### src/rtl/spi_rx_pkg.sv
// spi_rx_framer shared types: FSM states, CRC constants, FIFO entry.
// CRC step helper is used only when SPI_RX_CRC_EN is defined.
package spi_rx_pkg;

  typedef enum logic [1:0] {
    WAIT_HIGH,
    IDLE,
    SHIFT,
    FLUSH
  } state_t;

  localparam logic [15:0] CRC_POLY = 16'h1021;
  localparam logic [15:0] CRC_INIT = 16'hFFFF;

  typedef struct packed {
    logic       last;
    logic [2:0] residue;
    logic [7:0] data;
  } entry_t;

  function automatic logic [15:0] crc_step(
    input logic [15:0] c,
    input logic        b
  );
    logic [15:0] sh;
    sh = {c[14:0], 1'b0};
    return (c[15] ^ b) ? (sh ^ CRC_POLY) : sh;
  endfunction

endpackage

### src/rtl/spi_rx_fifo.sv
// Byte-entry FIFO with full/empty, gated head and same-cycle push/pop.
// A push into a full FIFO succeeds only if a pop frees a slot that cycle.
module spi_rx_fifo
  import spi_rx_pkg::*;
#(
  parameter int DEPTH = 16
) (
  input  logic   clk,
  input  logic   rst,
  input  logic   push,
  input  entry_t push_entry,
  input  logic   pop,
  output entry_t head,
  output logic   valid,
  output logic   drop
);

  localparam int AW = $clog2(DEPTH);

  entry_t         mem [DEPTH];
  logic [AW-1:0]  wr_ptr;
  logic [AW-1:0]  rd_ptr;
  logic [AW:0]    count;
  logic           full;
  logic           do_pop;
  logic           do_push;

  assign valid   = (count != '0);
  assign full    = (count == (AW+1)'(DEPTH));
  assign do_pop  = pop && valid;
  assign do_push = push && (!full || do_pop);
  assign drop    = push && !do_push;
  assign head    = valid ? mem[rd_ptr] : '0;

  // Storage array write.
  always_ff @(posedge clk) begin
    if (do_push) begin
      mem[wr_ptr] <= push_entry;
    end
  end

  // Pointers and occupancy.
  always_ff @(posedge clk) begin
    if (rst) begin
      wr_ptr <= '0;
      rd_ptr <= '0;
      count  <= '0;
    end else begin
      if (do_push) wr_ptr <= wr_ptr + AW'(1);
      if (do_pop)  rd_ptr <= rd_ptr + AW'(1);
      unique case ({do_push, do_pop})
        2'b10:   count <= count + (AW+1)'(1);
        2'b01:   count <= count - (AW+1)'(1);
        default: count <= count;
      endcase
    end
  end

endmodule

### src/rtl/spi_rx_framer.sv
// SPI frame deserialiser: CSB/MISO on DRCK1 into a byte stream.
// Optional frame CRC-16/CCITT when SPI_RX_CRC_EN is defined.
module spi_rx_framer
  import spi_rx_pkg::*;
#(
  parameter int FIFO_DEPTH = 16,
  parameter int CNT_W      = 16
) (
  input  logic             DRCK1,
  input  logic             rst,
  input  logic             CSB,
  input  logic             MISO,
  output logic [7:0]       rx_data,
  output logic             rx_valid,
  input  logic             rx_ready,
  output logic             rx_last,
  output logic [2:0]       rx_residue,
  output logic [CNT_W-1:0] frame_bits,
  output logic             frame_done,
  output logic             overflow,
  output logic [15:0]      crc
);

  state_t     state;
  state_t     state_nx;
  logic       cs_q;
  logic [7:0] sreg;
  logic [2:0] bit_cnt;
  logic [7:0] pend;
  logic       pend_v;
  logic       cap;
  logic       start;
  logic       push;
  entry_t     push_entry;
  entry_t     head;
  logic       drop;
  logic [7:0] part;
  logic [7:0] cap_byte;

  assign cap        = (state == SHIFT) && cs_q;
  assign start      = (state == IDLE) && cs_q;
  assign part       = sreg << (4'd8 - {1'b0, bit_cnt});
  assign cap_byte   = {sreg[6:0], MISO};
  assign frame_done = (state == FLUSH);

  // Next state and the single push per cycle.
  always_comb begin
    state_nx   = state;
    push       = 1'b0;
    push_entry = '0;
    unique case (state)
      WAIT_HIGH: begin
        if (CSB) state_nx = IDLE;
      end
      IDLE: begin
        if (cs_q) state_nx = SHIFT;
      end
      SHIFT: begin
        if (!cs_q) begin
          state_nx = FLUSH;
          if (bit_cnt != 3'd0 && pend_v) begin
            push       = 1'b1;
            push_entry = '{1'b0, 3'd0, pend};
          end
        end else if (bit_cnt == 3'd7 && pend_v) begin
          push       = 1'b1;
          push_entry = '{1'b0, 3'd0, pend};
        end
      end
      FLUSH: begin
        state_nx = IDLE;
        if (bit_cnt != 3'd0) begin
          push       = 1'b1;
          push_entry = '{1'b1, bit_cnt, part};
        end else if (pend_v) begin
          push       = 1'b1;
          push_entry = '{1'b1, 3'd0, pend};
        end
      end
      default: state_nx = WAIT_HIGH;
    endcase
  end

  // Frame capture state, counters and sticky overflow.
  always_ff @(posedge DRCK1) begin
    if (rst) begin
      state      <= WAIT_HIGH;
      cs_q       <= 1'b0;
      sreg       <= '0;
      bit_cnt    <= '0;
      pend       <= '0;
      pend_v     <= 1'b0;
      frame_bits <= '0;
      overflow   <= 1'b0;
    end else begin
      state <= state_nx;
      cs_q  <= !CSB;
      if (start) begin
        sreg       <= '0;
        bit_cnt    <= '0;
        pend_v     <= 1'b0;
        frame_bits <= '0;
      end
      if (cap) begin
        sreg    <= cap_byte;
        bit_cnt <= bit_cnt + 3'd1;
        if (frame_bits != '1) begin
          frame_bits <= frame_bits + CNT_W'(1);
        end
        if (bit_cnt == 3'd7) begin
          pend   <= cap_byte;
          pend_v <= 1'b1;
        end
      end
      if (state == SHIFT && !cs_q && bit_cnt != 3'd0) begin
        pend_v <= 1'b0;
      end
      if (state == FLUSH) pend_v <= 1'b0;
      if (drop) overflow <= 1'b1;
    end
  end

`ifdef SPI_RX_CRC_EN
  logic [15:0] crc_q;

  // Serial CRC over captured bits; holds after frame end.
  always_ff @(posedge DRCK1) begin
    if (rst) begin
      crc_q <= '0;
    end else if (start) begin
      crc_q <= CRC_INIT;
    end else if (cap) begin
      crc_q <= crc_step(crc_q, MISO);
    end
  end

  assign crc = crc_q;
`else
  assign crc = 16'h0000;
`endif

  spi_rx_fifo #(
    .DEPTH(FIFO_DEPTH)
  ) u_fifo (
    .clk       (DRCK1),
    .rst       (rst),
    .push      (push),
    .push_entry(push_entry),
    .pop       (rx_ready),
    .head      (head),
    .valid     (rx_valid),
    .drop      (drop)
  );

  assign rx_data    = head.data;
  assign rx_last    = head.last;
  assign rx_residue = head.residue;

endmodule
### config.mk
export PLATFORM = sky130hd
export DESIGN_NAME = spi_rx_framer
export DESIGN_NICKNAME = d
export VERILOG_FILES = /design/src/rtl/spi_rx_pkg.sv /design/src/rtl/spi_rx_fifo.sv /design/src/rtl/spi_rx_framer.sv
export SDC_FILE = /design/constraint.sdc
export NUM_CORES = 1
export LEC_CHECK = 0
export CELL_PAD_IN_SITES_DETAIL_PLACEMENT = 1
export CELL_PAD_IN_SITES_GLOBAL_PLACEMENT = 1
export CORE_MARGIN = 2
export CORE_UTILIZATION = 43
export DETAILED_ROUTE_END_ITERATION = 8
export PLACE_DENSITY_LB_ADDON = 0.1
export SLEW_MARGIN = 25
export SYNTH_ARGS = -nofsm -noshare
export SYNTH_HDL_FRONTEND = slang
export SYNTH_SLANG_ARGS = --single-unit
### constraint.sdc
create_clock -name DRCK1 -period 3.9 [get_ports DRCK1]
set_input_delay 0.39 -clock DRCK1 [delete_from_list [all_inputs] [get_ports DRCK1]]
set_output_delay 0.39 -clock DRCK1 [all_outputs]
set_load 0.02 [all_outputs]
Yosys cells after proc, flatten, opt, wreduce, memory -nomap -nowiden
Memories as Yosys holds them, arrays and structs flattened. A register that Yosys moved wholly into a read port is not among the register bits.
Cells that the tools add are included.
{"block": "totals", "ramBits": 192, "wordCells": 85, "memories": 1, "reg_bits": 53, "input_bits": 5}
{"name": "u_fifo.mem", "words": 16, "word_bits": 12, "rd": 1, "rd_ports_with_merged_regs": 1, "wr": 1, "line": "spi_rx_fifo.sv:20", "source": "entry_t mem [DEPTH];"}
{"block": "classes", "eq_ne": 11, "add_sub_neg": 7, "n_mux": 32, "n_shift": 1, "n_reduce_logical": 22}
{"operator": "two-way mux 12 bit", "n": 4}
{"operator": "two-way mux 16 bit", "n": 3}
{"operator": "two-way mux 8 bit", "n": 4}
{"operator": "case mux 12 bit (2 select lines)", "n": 1}
{"operator": "adder 16 x 1 -> 16 bit (second input constant)", "n": 1}
{"operator": "inequality test 16 bit (second input constant)", "n": 1}
{"operator": "two-way mux 1 bit", "n": 10}
{"operator": "case mux 5 bit (2 select lines)", "n": 1}
{"operator": "logical AND 1 bit", "n": 9}
{"operator": "adder 4 x 1 -> 4 bit (second input constant)", "n": 2}
{"operator": "two-way mux 4 bit", "n": 2}
{"operator": "case mux 2 bit (4 select lines)", "n": 1}
{"operator": "left shift 8 x 4 -> 8 bit", "n": 1}
{"operator": "equality test 2 bit (second input constant)", "n": 3}
{"operator": "two-way mux 2 bit", "n": 3}
{"operator": "two-way mux 3 bit", "n": 2}
{"operator": "inequality test 2 bit (second input constant)", "n": 3}
{"operator": "adder 5 x 1 -> 5 bit (second input constant)", "n": 1}
{"operator": "equality test 5 bit (second input constant)", "n": 1}
{"operator": "nonzero test 5 bit", "n": 1}
{"operator": "subtractor 5 x 1 -> 5 bit (second input constant)", "n": 1}
{"operator": "equality test 2 x 1 -> 1 bit (second input constant)", "n": 2}
{"operator": "zero test 1 bit", "n": 4}
{"operator": "nonzero test 2 bit", "n": 2}
{"operator": "other kinds (10)", "n": 10}

Longest topological paths before layout
Gate-level depths: netlist (run 1).
{"block": "depth", "depth_word": 8, "ltp_mapped": 15}

By module
Synthesis (run 1) repeated with hierarchy kept, for this count alone.
{"block": "hier_totals", "hier_cells": 747, "area_unflattened_um2": 10909.2}
{"module": "spi_rx_fifo", "seq_area_each_um2": 6105.9, "n_inst": 1, "area_each_um2": 8398.1, "cells_per_inst": 435}
{"module": "spi_rx_framer", "seq_area_each_um2": 800.8, "n_inst": 1, "area_each_um2": 2511.2, "cells_per_inst": 312}

Worst setup path after synthesis (run 1)
Ideal clock, no wire load.
{"block": "synth_path", "path_kind": "reg2reg", "start": "register bit_cnt[0]", "end": "register u_fifo.count[4]", "n_path_buf": 2, "slack_ns": 0.403, "stages_incl_launch_ff": 16, "arrival_time_ns": 3.376, "setup_ns": 0.121, "period_less_slack_ns": 3.497, "path_cell_list": "dfxtp_1 > buf_2 > buf_1 > inv_1 > ha_1 > ha_1 > nand4bb_1 > o211a_1 > nand2_1 > inv_2 > fa_1 > a21o_1 > a21oi_1 > nor4_4 > a21oi_2 > mux2_4"}
{"block": "synth_between", "elab_chain_len": 8, "word_cells_on_any_way": 14}
{"item": "start: declaration", "line": "spi_rx_framer.sv:28", "source": "logic [2:0] bit_cnt;"}
{"item": "start signal: assignment", "line": "spi_rx_framer.sv:106", "source": "bit_cnt <= bit_cnt + 3'd1;"}
{"item": "equality test 3 bit / nonzero test 3 bit (equally long branches)", "line": "spi_rx_framer.sv:65, spi_rx_framer.sv:61, spi_rx_framer.sv:72"}
{"item": "logical AND 1 bit, on equally long branches", "line": "spi_rx_framer.sv:65, spi_rx_framer.sv:61"}
{"item": "two-way mux 1 bit, on equally long branches", "line": "spi_rx_framer.sv:65, spi_rx_framer.sv:61"}
{"item": "two-way mux 1 bit", "line": "spi_rx_framer.sv:59", "source": "if (!cs_q) begin"}
{"item": "case mux 1 bit (2 select lines) (*)", "line": "spi_rx_framer.sv:51", "source": "unique case (state)"}
{"item": "logical AND 1 bit (*)", "line": "spi_rx_fifo.sv:31", "source": "assign do_push = push && (!full || do_pop);"}
{"item": "equality test 2 x 1 -> 1 bit / equality test 2 bit (equally long branches)", "line": "spi_rx_fifo.sv:51", "source": "unique case ({do_push, do_pop})"}
{"item": "case mux 5 bit (2 select lines) / nonzero test 2 bit (equally long branches)"}
{"item": "end signal: assignment", "line": "spi_rx_fifo.sv:52", "source": "2'b10: count <= count + (AW+1)'(1);"}
{"item": "end signal: assignment", "line": "spi_rx_fifo.sv:53", "source": "2'b01: count <= count - (AW+1)'(1);"}
{"item": "end signal: assignment", "line": "spi_rx_fifo.sv:54", "source": "default: count <= count;"}
{"item": "end: declaration", "line": "spi_rx_fifo.sv:23", "source": "logic [AW:0] count;"}
Every way passes the cells marked *; elsewhere a longest branch is shown, timed or not.
A chain may end at the register's enable or synchronous reset.

==> metrics.cfg, run 1 <==
[finish]
fillers = 2322
areaGrowthSynthToFinish_pct = 17.2
final_cell_mix = 192 x edfxtp_1, 63 x mux4_2, 55 x dfxtp_1
final_common_cell = edfxtp_1
multi_input_area_mm2 = 0.00345
postLayoutCellArea_mm2 = 0.0124
num-nets-final = 785
drive_above_1_share_pct = 20.8
antenna_cells = 0
seq_area_mm2 = 0.00691
final_cell_count_no_fill = 1106

[hold_path]
min_path_type = in2reg

[clocking]
numCtsBuffers = 28
clk_pin_slew_ns = 0.06
cts_tree = done
cts_hold_buf = 0
post_cts_buffers = 0
cts.sinks = 249
cts_root_buffer = clkbuf_16
cts-htree-levels = 1
cts.path.max_buffers = 3
clock_latency_ns = 0.53
cts_resized = 0

[logic_synthesis]
synth-main-ff-cell = edfxtp_1
ys_seq_area_share_pct = 65.0
synth.avg_cell_area_um2 = 15.3
synthXorXnorAreaFrac_pct = 0.825
syn_inst = 693
yosys.area_share.simple_pct = 8.46
synthDistinctLibCells = 61
yosys-mux-area-fraction_pct = 14.1
synth_edf_count = 192
ys_ff_latch = 249
synth_compound_area_share_pct = 6.04
async_flop_share_pct = 0
synthAdderAreaFrac_pct = 2.31
synth_top_family_by_area = multiplexers
syn-cell-area_mm2 = 0.0106
yosys_warnings = 0

[global_routing]
grt.total_usage_pct = 19.8
gr-total-overflow = 0
grt_pass1_vias = 6616
antenna_found_initial = 0
grt_pass1_wl_um = 39500
grt_start_max_net_pins = 26

[drt]
viasPerCell = 5.56
drc = 0
drtIter0Drc = 412
ant_nets = 0
vias = 6147
drt_wl_total_um = 24900
wl_per_cell_um = 22.5
drt-pass1-iter-count = 5

[run_status]
status = completed

[timing]
fin_worst_skew_ns = 0.0112
worst_pin_slew_ns = 0.847
slew_headroom_pct = 43.5
setup_viol = 0
rsz0062_at_grt = false
post-route-period-util_pct = 93.1
max_freq_mhz = 275
finalCriticalPeriod_ns = 3.63
tns_ns = 0
hold_viol_final = 0
slew_viol_final = 0

[placement]
dp_cells = 1055
routabilityCongestion = 0.853
port_buffers = 35
dp_hpwl_um = 16400
placed_cell_area_mm2 = 0.0115

[critical_path]
crit_fanout = 24
crit_buf_inv = 2
cpMostUsedCell = mux4_2
cp_top_family = multiplexers
worst_ep_arrival_time_ns = 3.24
crit_required_ns = 3.51
path_class = reg2out
setup.worst_path.end_class = primary output
crit_path_cell_trace = buf_4 -> mux4_2 -> mux4_2 -> nor2b_1 -> clkdlybuf4s50_1
critPathSlowestCell = dfxtp_4
slowest_delay_ns = 0.69
start_kind = register

[floorplanning]
start_util_pct = 43.8
io_pins = 52
die_area_mm2 = 0.0260
die_y_um = 161
rows = 57
fp.coreArea_mm2 = 0.0242
die_w_um = 161

[power_and_ir_drop]
leakagePower_nw = 3.59
irDropWorstVdd_v = 0.000323
p_total_mw = 7.20
power.density_mw_per_mm2 = 578

[run]
cap_viol_max_count = 0

## layer usage
layer | GRT usage [%] | up-vias | share of wire, %
li1 | - | 2780 | -
met1 | 26.6 | 3208 | 43
met2 | 34.2 | 124 | 51
met3 | 2.93 | 35 | 4.3
met4 | 4.71 | 0 | 1.7
met5 | 0 | - | 0
## state kept, by name, indices dropped and copies added (netlist names), named ones only
name           cells
sreg               8
u_fifo.wr_ptr      4
pend               8
u_fifo.rd_ptr      4
bit_cnt            3
cs_q               1
state              2
frame_bits        16
u_fifo.mem       192
pend_v             1
u_fifo.count       5
overflow           1
## through the flow
stage / util, % / setup WS (ns) / hold slack (ns)
global route: 51.3 / 0.100 / 0.290
detailed placement: 47.3 / 0.533 / 0.467
floorplan: - / 0.403 / 0.437
global placement: 47.3 / 0.717 / 0.454
CTS: 51.3 / 0.167 / 0.258
finish: 51.3 / 0.270 / 0.278
## synth_stat cells (3+ instances only)
master	count	share of area (%)
edfxtp_1	192	54
o21ai_0	14	0.66
a31oi_1	3	0.18
mux2i_1	6	0.57
nand4_1	7	0.41
buf_6	3	0.32
o21ai_1	4	0.19
o22ai_1	3	0.18
nand2b_1	3	0.18
nand3_1	13	0.61
inv_1	19	0.67
nor3_1	12	0.57
buf_1	6	0.21
and2_1	3	0.18
a221oi_1	3	0.25
ha_1	18	2.1
nor3b_1	3	0.21
a22oi_1	11	0.78
buf_4	16	1.1
buf_2	6	0.28
a21oi_1	33	1.6
and3_1	4	0.24
a211oi_1	3	0.21
dfxtp_1	57	11
a21o_1	8	0.57
nor2_1	52	1.8
mux4_2	63	13
xnor2_1	4	0.33
clkbuf_1	15	0.53
a22o_1	4	0.33
nand2_1	44	1.6
or3_1	5	0.29
xor2_1	6	0.49
nor2b_1	17	1.0
## final cells by class
cell class | count | area share (%)
Tap cell | 324 | 3.26
Sequential cell | 249 | 55.5
Clock buffer | 37 | 6.23
Clock inverter | 14 | 1.52
Inverter | 20 | 0.603
Timing Repair Buffer | 70 | 5.09
Multi-Input combinational cell | 392 | 27.8
## kinds of logic (layout without fill, tap and decap cells)
kind of cell,count (synthesis),count (layout)
AND/OR/NAND/NOR,177,177
multiplexers,70,70
XOR/XNOR,10,10
buffers and inverters,67,141
adder cells (fa/ha/maj),19,19
AO/OA/AOI/OAI,100,100
flip-flops,249,249
other,1,16
## final timing paths
path,start,end,slack [ns],cells past startpoint
max,register,rx_data[3],0.27,5
min reg2reg,pend[3],pend[3],0.47,2
min,rst,cs_q,0.28,2
max reg2reg,bit_cnt[1],u_fifo.count[4],0.51,13
## report_power, final
part           total (mW)  internal, mW  leakage (nW)  switching (mW)
sequential           2.98          2.87          1.82           0.115
clock                2.72          1.72         0.473            1.01
combinational        1.49         0.684          1.29           0.805
total                7.20          5.27          3.59            1.93
Power figures use the tool's default switching activity.
==> run 2: changes to the inputs <==
Settings changed: CORE_MARGIN 2 to 1.5.
==> run 2 against run 1 <==
Net effect:
- routed wire length fell by 1.5%
- clock power shrank 8.5%
- clock-buffer cell count fell by 1
- critical path type is now reg2reg
- critical endpoint is now u_fifo.count[4]
- largest cell class unchanged
==> metrics.cfg, run 2 (synthesis results as in run 1) <==
[run_status]
status = completed

[clocking]
numCtsBuffers = 26  ; -7.1%
cts_resized = 0  ; unchanged
clk_pin_slew_ns = 0.06  ; about the same
cts_tree = done
clock_latency_ns = 0.52  ; about the same
cts_hold_buf = 0  ; unchanged
cts-htree-levels = 1  ; unchanged
post_cts_buffers = 0  ; unchanged
cts.path.max_buffers = 3  ; unchanged
cts_root_buffer = clkbuf_16
cts.sinks = 249  ; unchanged

[drt]
wl_per_cell_um = 22.3  ; -0.98%
topRoutingLayerUsed = met4
drt_wl_total_um = 24500  ; -1.5%
wl_met1_um = 10300  ; -2.7%
drtIter0Drc = 320  ; -22%
dr_wl_met2_um = 12700  ; -1.0%
ant_nets = 0  ; unchanged
vias = 6143  ; -0.065%
viasPerCell = 5.58  ; +0.48%
routed-wl-met3_um = 1010  ; -5.4%
drt-pass1-iter-count = 4  ; -1
drc = 0  ; unchanged

[run]
cap_viol_max_count = 0  ; unchanged

[power_and_ir_drop]
power.density_mw_per_mm2 = 564  ; -2.5%
p_sw_share_pct = 27.6  ; +0.83 points
p_int_mw = 5.04  ; -4.4%
p_seq_share_pct = 42.2  ; +0.7 points
p_switching_mw = 1.92  ; -0.35%
clockPowerShare_pct = 35.8  ; -2.0 points
irDropWorstVdd_v = 0.000335  ; +3.7%
leakagePower_nw = 3.53  ; -1.7%
pwr-share-comb_pct = 22.0  ; +1.3 points

[placement]
port_buffers = 35  ; unchanged
dp_hpwl_um = 16000  ; -2.3%
routabilityCongestion = 0.851  ; -0.26%

[critical_path]
path_class = reg2reg
setup.worst_path.end_class = register
r2r_slack_ns = 0.46  ; -0.05 ns
reg2reg_from = bit_cnt[1]
crit_path_start = bit_cnt[1]
endpoint = u_fifo.count[4]
r2r-end = u_fifo.count[4]
r2r_cells = 13  ; unchanged
crit_required_ns = 4.32  ; +0.81 ns
crit_fanout = 10  ; -58%
worst_ep_arrival_time_ns = 3.86  ; +0.62 ns
start_kind = register

[floorplanning]
die_w_um = 160  ; -0.62%
start_util_pct = 43.8  ; unchanged
die_area_mm2 = 0.0256  ; -1.2%
die_y_um = 160  ; -0.62%
io_pins = 52  ; unchanged
rows = 57  ; unchanged
fp.coreArea_mm2 = 0.0242  ; unchanged

[finish]
largest_reg_flops = 192  ; unchanged
fillers = 2368  ; +2.0%
num-nets-final = 780  ; -0.64%
reg_top3 = u_fifo.mem: 192 flops, frame_bits: 16 flops
final_cell_mix = 192 x edfxtp_1, 63 x mux4_2, 55 x dfxtp_1
drive_above_1_share_pct = 20.9  ; +0.032 points
antenna_cells = 0  ; unchanged
final_common_cell = edfxtp_1
areaGrowthSynthToFinish_pct = 16.2
top_register = u_fifo.mem

[global_routing]
gr-total-overflow = 0  ; unchanged
grt_start_max_net_pins = 49  ; +88%
grt_pass1_vias = 6570  ; -0.70%
antenna_found_initial = 0  ; unchanged
grt_pass1_wl_um = 39000  ; -1.4%
grt.total_usage_pct = 19.7  ; -0.031 points

[timing]
finalCriticalPeriod_ns = 3.44  ; -0.191 ns
slew_headroom_pct = 43.9  ; +0.45 points
tns_ns = 0  ; unchanged
slew_viol_final = 0  ; unchanged
post-route-period-util_pct = 88.2  ; -4.9 points
fin_worst_skew_ns = 0.0211  ; +0.00983 ns
worst_pin_slew_ns = 0.840  ; -0.00672 ns
max_freq_mhz = 291  ; +5.6%
setup_viol = 0  ; unchanged
hold_viol_final = 0  ; unchanged
rsz0062_at_grt = false
hold_slack_ns = 0.291  ; +0.0131 ns

[hold_path]
min_path_type = in2reg

[run 2: cell count changes in the layout (fill, tap and decap cells not counted), sizes merged]
cell / change
clkinvlp: +3
buf: -3
bufinv: -4
clkinv: -1
clkbuf: -1
[run 2: how the worst min path moves through the flow]
stage,to,cells past startpoint,start
CTS,cs_q,2,rst
floorplan,pend[5],2,pend[5]
detailed placement,pend[5],2,pend[5]
finish,cs_q,2,rst
global placement,overflow,2,overflow
global route,cs_q,2,rst
[run 2: final cells by class]
type / count / area [um^2] / area share, %
Tap cell: 324 / 405 / 3.28
Clock inverter: 12 / 92.6 / 0.750
Timing Repair Buffer: 67 / 611 / 4.95
Inverter: 20 / 75.1 / 0.608
Multi-Input combinational cell: 392 / 3450 / 28.0
Clock buffer: 36 / 792 / 6.42
Sequential cell: 249 / 6910 / 56.0
[run 2: per-stage QoR]
| stage | util, % | std cells | area, um^2 | setup WS (ns) | power [mW] |
|---|---|---|---|---|---|
| finish | 50.9 | 1100 | 12300 | 0.461 | 6.96 |
| global route | 50.9 | 1100 | 12300 | 0.288 | 7.25 |
| CTS | 50.9 | 1100 | 12300 | 0.437 | 7.05 |
| detailed placement | 47.2 | 1052 | 11400 | 0.534 | 4.56 |
| global placement | 47.2 | 1052 | 11400 | 0.698 | 4.50 |
| floorplan | - | 708 | 10700 | 0.403 | 3.96 |
[run 2: critical path, stage by stage, from the launching register on]
cell and delay [ns]:
dfxtp_1 0.37, inv_1 0.08, ha_1 0.20, ha_1 0.28
nand4bb_1 0.30, o211a_1 0.28, nand2_1 0.18, inv_2 0.13
fa_1 0.42, a21o_1 0.17, a21oi_1 0.39, nor4_4 0.07
a21oi_2 0.15, mux2_4 0.30
[run 2: per-layer routing]
layer  track usage, %  up-vias
met3             2.49       41
met4             5.14        0
met5                0        -
met2             35.3      133
li1                 -     2773
met1             25.4     3196
[run 2: power by group through the flow]
stage               Clock, mW  Sequential [mW]  Combinational, mW
floorplan                   0             2.96              0.998
global placement            0             2.99               1.51
detailed placement          0             2.99               1.56
CTS                      2.55             2.94               1.57
global route             2.64             2.95               1.66
finish                   2.49             2.94               1.53
==> edit 1: new RTL, settings of run 1 <==
Encoding of `state_t`: now one-hot (4 bits for 4 states).
--- a/src/rtl/spi_rx_pkg.sv
+++ b/src/rtl/spi_rx_pkg.sv
@@ -3,9 +3,9 @@
 package spi_rx_pkg;
 
-  typedef enum logic [1:0] {
-    WAIT_HIGH,
-    IDLE,
-    SHIFT,
-    FLUSH
+  typedef enum logic [3:0] {
+    WAIT_HIGH = 4'b0001,
+    IDLE      = 4'b0010,
+    SHIFT     = 4'b0100,
+    FLUSH     = 4'b1000
   } state_t;
 
Formal check against the unedited RTL: no difference found for any inputs over 10 cycles, from zero or initial values and one cycle with rst high; not proved beyond that.
==> edit 1 against run 1 <==
- setup slack improved by 0.24 ns
- utilization decreased by 0.96 points
- final area decreased by 1.3%
- synthesized area increased by 1.0%
- wire length decreased by 0.93%
- sequential cell count increased by 2
- via count increased by 1.1%
Power is not compared: it rests on default switching activity, and its combinational part moved more than twofold at a synthesized area within 25%.
==> edit 1: results <==
[route]
drt_wl_total_um = 24680
drtIter0Drc = 257
first_pass_iters = 4
viasPerCell = 5.612
wl_met1_um = 11020
route.top_layer_used = met4
wl_met2_um = 12220
dr_wl_met3_um = 887

[layout]
drive_gt1_share_pct = 16.86
nets = 782
reg_top3 = u_fifo.mem: 192 flops, frame_bits: 16 flops
antenna_cells = 0

[critical_path]
crit_fanout = 25
worst_ep_arrival_time_ns = 2.99
rr_worst_depth = 14
timing.rr.start = bit_cnt[0]
r2r_end = u_fifo.count[2]
reg2reg_slack_ns = 0.67

[outcome]
status = complete, no violations

[clocking]
htreeDepth = 1
cts_resized = 0
cts_max_path_buffers = 3
clkSlewWorstSetupHoldPaths_ns = 0.06
cts_setup_buffers = 0
clk_latency_ns = 0.55
cts_buffers = 27
cts_root_buf = clkbuf_16

[global_routing]
grt_max_degree = 41
antenna_found_initial = 0
grtUsageTotal_pct = 19.25
grt_pass1_wl_um = 38960
grt_pass1_vias = 6737

[min_path]
min_path_type = in -> reg
holdCritStartpoint = rst
hold_path_depth = 2
min_to = u_fifo.rd_ptr[0]

[sta]
maxSlewHeadroom_pct = 43.57
skew_ns = 0.01861

[logic_synthesis]
ys_seq_area_share_pct = 64.75
ys_types = 63
ys_async_sr_fraction_pct = 0
synthTopCellsByArea = edfxtp_1 (54%), dfxtp_1 (11%), mux4_2 (10%), mux2i_1 (3.5%), nor2_1 (1.9%)
yosys_warnings = 0
netlist_top_cells_count = edfxtp_1 (192), dfxtp_1 (59), nor2_1 (55)
synth_seq_cells = 251
synth_edf_count = 192
yosys.area.top_type_share_pct = 53.74

[placement]
numPortBuffers = 35
dp_slack_ns = 0.6898
dpl_cell_area_um2 = 11390
gp_congestion = 0.8227
dp_hpwl_um = 16220
==> edit 1: cell count changes after synthesis, sizes merged, moves of 10 or more <==
cell / delta
o22ai: +11
nor2b: -13
a21oi: -11
nand2: -19
mux4: -13
mux2i: +32
and3: +13
nand2b: +10
==> edit 1: metrics by stage <==
step | hold WS [ns] | cells
2_1_floorplan | 0.4366 | 732
3_3_place_gp | 0.4478 | 1057
3_5_place_dp | 0.4522 | 1057
4_1_cts | 0.3764 | 1107
5_1_grt | 0.4143 | 1107
6_report | 0.3816 | 1107
==> edit 1: where the power goes <==
group	switching (mW)	leakage [nW]	internal [mW]
logic	0.196	1.31	0.156
clock network	1.05	0.437	1.55
registers	0.0528	2.34	2.85
total	1.29	4.09	4.56
==> edit 1: area by class of cell <==
class	count	area, um^2
Fill cell	2374	12110
Sequential cell	251	6952
Multi-Input combinational cell	415	3488
Clock buffer	35	705.7
Timing Repair Buffer	55	495.5
Tap cell	324	405.4
Clock inverter	15	188.9
Inverter	12	47.55
==> edit 1: cells by family after synthesis <==
family,Yosys count,synth area share (%)
adder cells (fa/ha/maj),15,1.749
XOR/XNOR,7,0.5714
flip-flops,251,64.75
multiplexers,91,14.39
buffers and inverters,66,3.312
other,1,0.03495
AND/OR/NAND/NOR,188,9.388
AO/OA/AOI/OAI,98,5.808
==> edit 1: routing by layer <==
metal / GRT usage [%] / vias up
met5: 0 / -
met4: 5.068 / 0
met3: 3.013 / 41
li1: - / 2860
met1: 25.60 / 3193
met2: 33.17 / 119
==> edit 1: worst max-delay path by stage <==
stage	start	end	slack (ns)	cells past startpoint
detailed placement	state[0]	u_fifo.count[2]	0.69	12
global route	flip-flop	rx_data[5]	0.29	5
floorplan	bit_cnt[0]	u_fifo.count[2]	0.75	16
global placement	state[0]	u_fifo.count[2]	0.81	12
CTS	flip-flop	rx_residue[1]	0.40	5
finish	flip-flop	rx_residue[2]	0.52	5
==> edit 1: critical path, cell delays in order (launching register included) <==
cell             delay (ns)
dfxtp_4                0.67
buf_4                  0.27
mux4_2                 0.52
mux2i_1                0.23
o22ai_1                0.16
clkdlybuf4s50_1        0.59
==> edit 2: new RTL, config.mk and constraints of run 1 <==
Made on the original files. The parameter `CNT_W` goes from 16 to 18.
--- a/src/rtl/spi_rx_framer.sv
+++ b/src/rtl/spi_rx_framer.sv
@@ -5,5 +5,5 @@
 #(
   parameter int FIFO_DEPTH = 16,
-  parameter int CNT_W      = 16
+  parameter int CNT_W      = 18
 ) (
   input  logic             DRCK1,
Ports: changed (resized frame_bits); port bits go from 52 to 54. No check against the original RTL was run, so the function may have changed too.
==> edit 2 against run 1 <==
- wire length is 0.81% lower
- largest cell class unchanged
- highest routed layer unchanged
- setup slack better by 0.059 ns
- clock skew is 0.00055 ns higher
- total power is 2.4% lower
- synthesized area hardly changed
- global-route usage is 0.16 points lower
- critical endpoint is now rx_residue[2]
- synthesized cell count stayed put
- sequential cell count is 2 higher
- final area is 1.1% lower
- register-to-register slack better by 0.05 ns
==> edit 2: results <==
[critical_path]
crit_fanout = 17
rr_worst_depth = 13
reg2reg_slack_ns = 0.56
timing.rr.start = bit_cnt[0]
worst_ep_arrival_time_ns = 3.18
cp-endpoint = rx_residue[2]

[clocking]
cts_max_path_buffers = 3
htreeDepth = 1
clk_latency_ns = 0.54
cts_buffers = 27

[placement]
dp_slack_ns = 0.5890
numPortBuffers = 37
dpl_cell_area_um2 = 11440
dp_hpwl_um = 16100
gp_congestion = 0.8476

[global_routing]
grt_pass1_wl_um = 39190
grtUsageTotal_pct = 19.62
grt_pass1_vias = 6541
antenna_found_initial = 0
grt_max_degree = 57

[layout]
nets = 779
num-fill-cells = 2365
antenna_cells = 0
reg_top3 = u_fifo.mem: 192 flops, frame_bits: 18 flops
multiInputGateArea_um2 = 3411
drive_gt1_share_pct = 19.82

[power]
p_leak_nw = 3.489
irDropWorstVdd_mv = 0.3655

[route]
first_pass_iters = 4
drc = 0
drt_wl_total_um = 24710
drtIter0Drc = 335
dr_total_vias = 6056

[logic_synthesis]
synth_mux_area_share_pct = 13.89
synthXorXnorAreaFrac_pct = 1.072
netlist_top_cells_count = edfxtp_1 (192), nor2_1 (63), mux4_2 (61)
ys_async_sr_fraction_pct = 0
yosys_warnings = 0
ys_seq_area_share_pct = 65.39
synth_compound_area_share_pct = 5.913
synth_edf_count = 192
ys_types = 60
synth_adder_area_share_pct = 2.002
synthTopCellsByArea = edfxtp_1 (54%), mux4_2 (13%), dfxtp_1 (11%), nor2_1 (2.2%), ha_1 (2.0%)

[sta]
finalCritPeriodShare_pct = 91.55
skew_ns = 0.01180
tightest_slew_ns = 1.030

[min_path]
holdCritStartpoint = rst

[outcome]
status = complete, no violations
==> edit 2: changes by cell type after synthesis, sizes merged, moves of 5 or more <==
| cell | delta |
|---|---|
| nor3 | -5 |
| a21o | -7 |
| nor2b | -15 |
| inv | -8 |
| a21oi | +8 |
| nor2 | +11 |
| and2 | +15 |
==> edit 2: final cells by class <==
cell class              count  area share (%)
clock buffers              29           5.550
clock inverters            20           1.382
inverters                  12          0.3659
multi-input cells         393           27.71
flip-flops and latches    251           56.47
well taps                 324           3.293
repair buffers             72           5.225
==> edit 2: critical path, cell delays in order, from the launching register on <==
cell	delay, ns
dfxtp_4	0.49
buf_4	0.39
mux4_2	0.57
mux4_2	0.47
and2_1	0.17
clkdlybuf4s50_1	0.54
==> edit 2: report_power, final <==
part / total (mW) / internal [mW] / switching [mW]
logic: 1.58 / 0.732 / 0.844
clock network: 2.44 / 1.40 / 1.04
registers: 3.01 / 2.90 / 0.109
total: 7.02 / 5.03 / 1.99
==> edit 2: kinds of logic (layout without fill, tap and decap cells) <==
| kind of cell | count (synthesis) | count (layout) |
|---|---|---|
| flip-flops | 251 | 251 |
| AND/OR/NAND/NOR | 179 | 179 |
| AO/OA/AOI/OAI | 97 | 97 |
| multiplexers | 71 | 71 |
| buffers and inverters | 64 | 133 |
| adder cells (fa/ha/maj) | 17 | 17 |
| XOR/XNOR | 13 | 13 |
| other | 1 | 16 |
==> edit 2: worst min-delay path by stage <==
stage / endpoint / slack [ns] / cells past startpoint
CTS: u_fifo.wr_ptr[0] / 0.35 / 2
floorplan: pend[4] / 0.44 / 2
global route: u_fifo.count[1] / 0.38 / 2
detailed placement: pend[1] / 0.46 / 2
global placement: pend[1] / 0.44 / 2
finish: frame_bits[0] / 0.35 / 2
==> edit 2: through the flow <==
stage                     std cells  hold WS [ns]
after floorplan                 708        0.4366
final                          1101        0.3458
after global routing           1101        0.3755
after detailed placement       1052        0.4571
after CTS                      1101        0.3548
after global placement         1052        0.4447
==> edit 2: layer usage <==
metal	wire (um)	up-vias	GRT usage [%]
li1	-	2766	-
met1	10730	3141	26.48
met4	359	0	3.977
met2	12580	123	34.53
met5	0	-	0
met3	1037	26	2.414
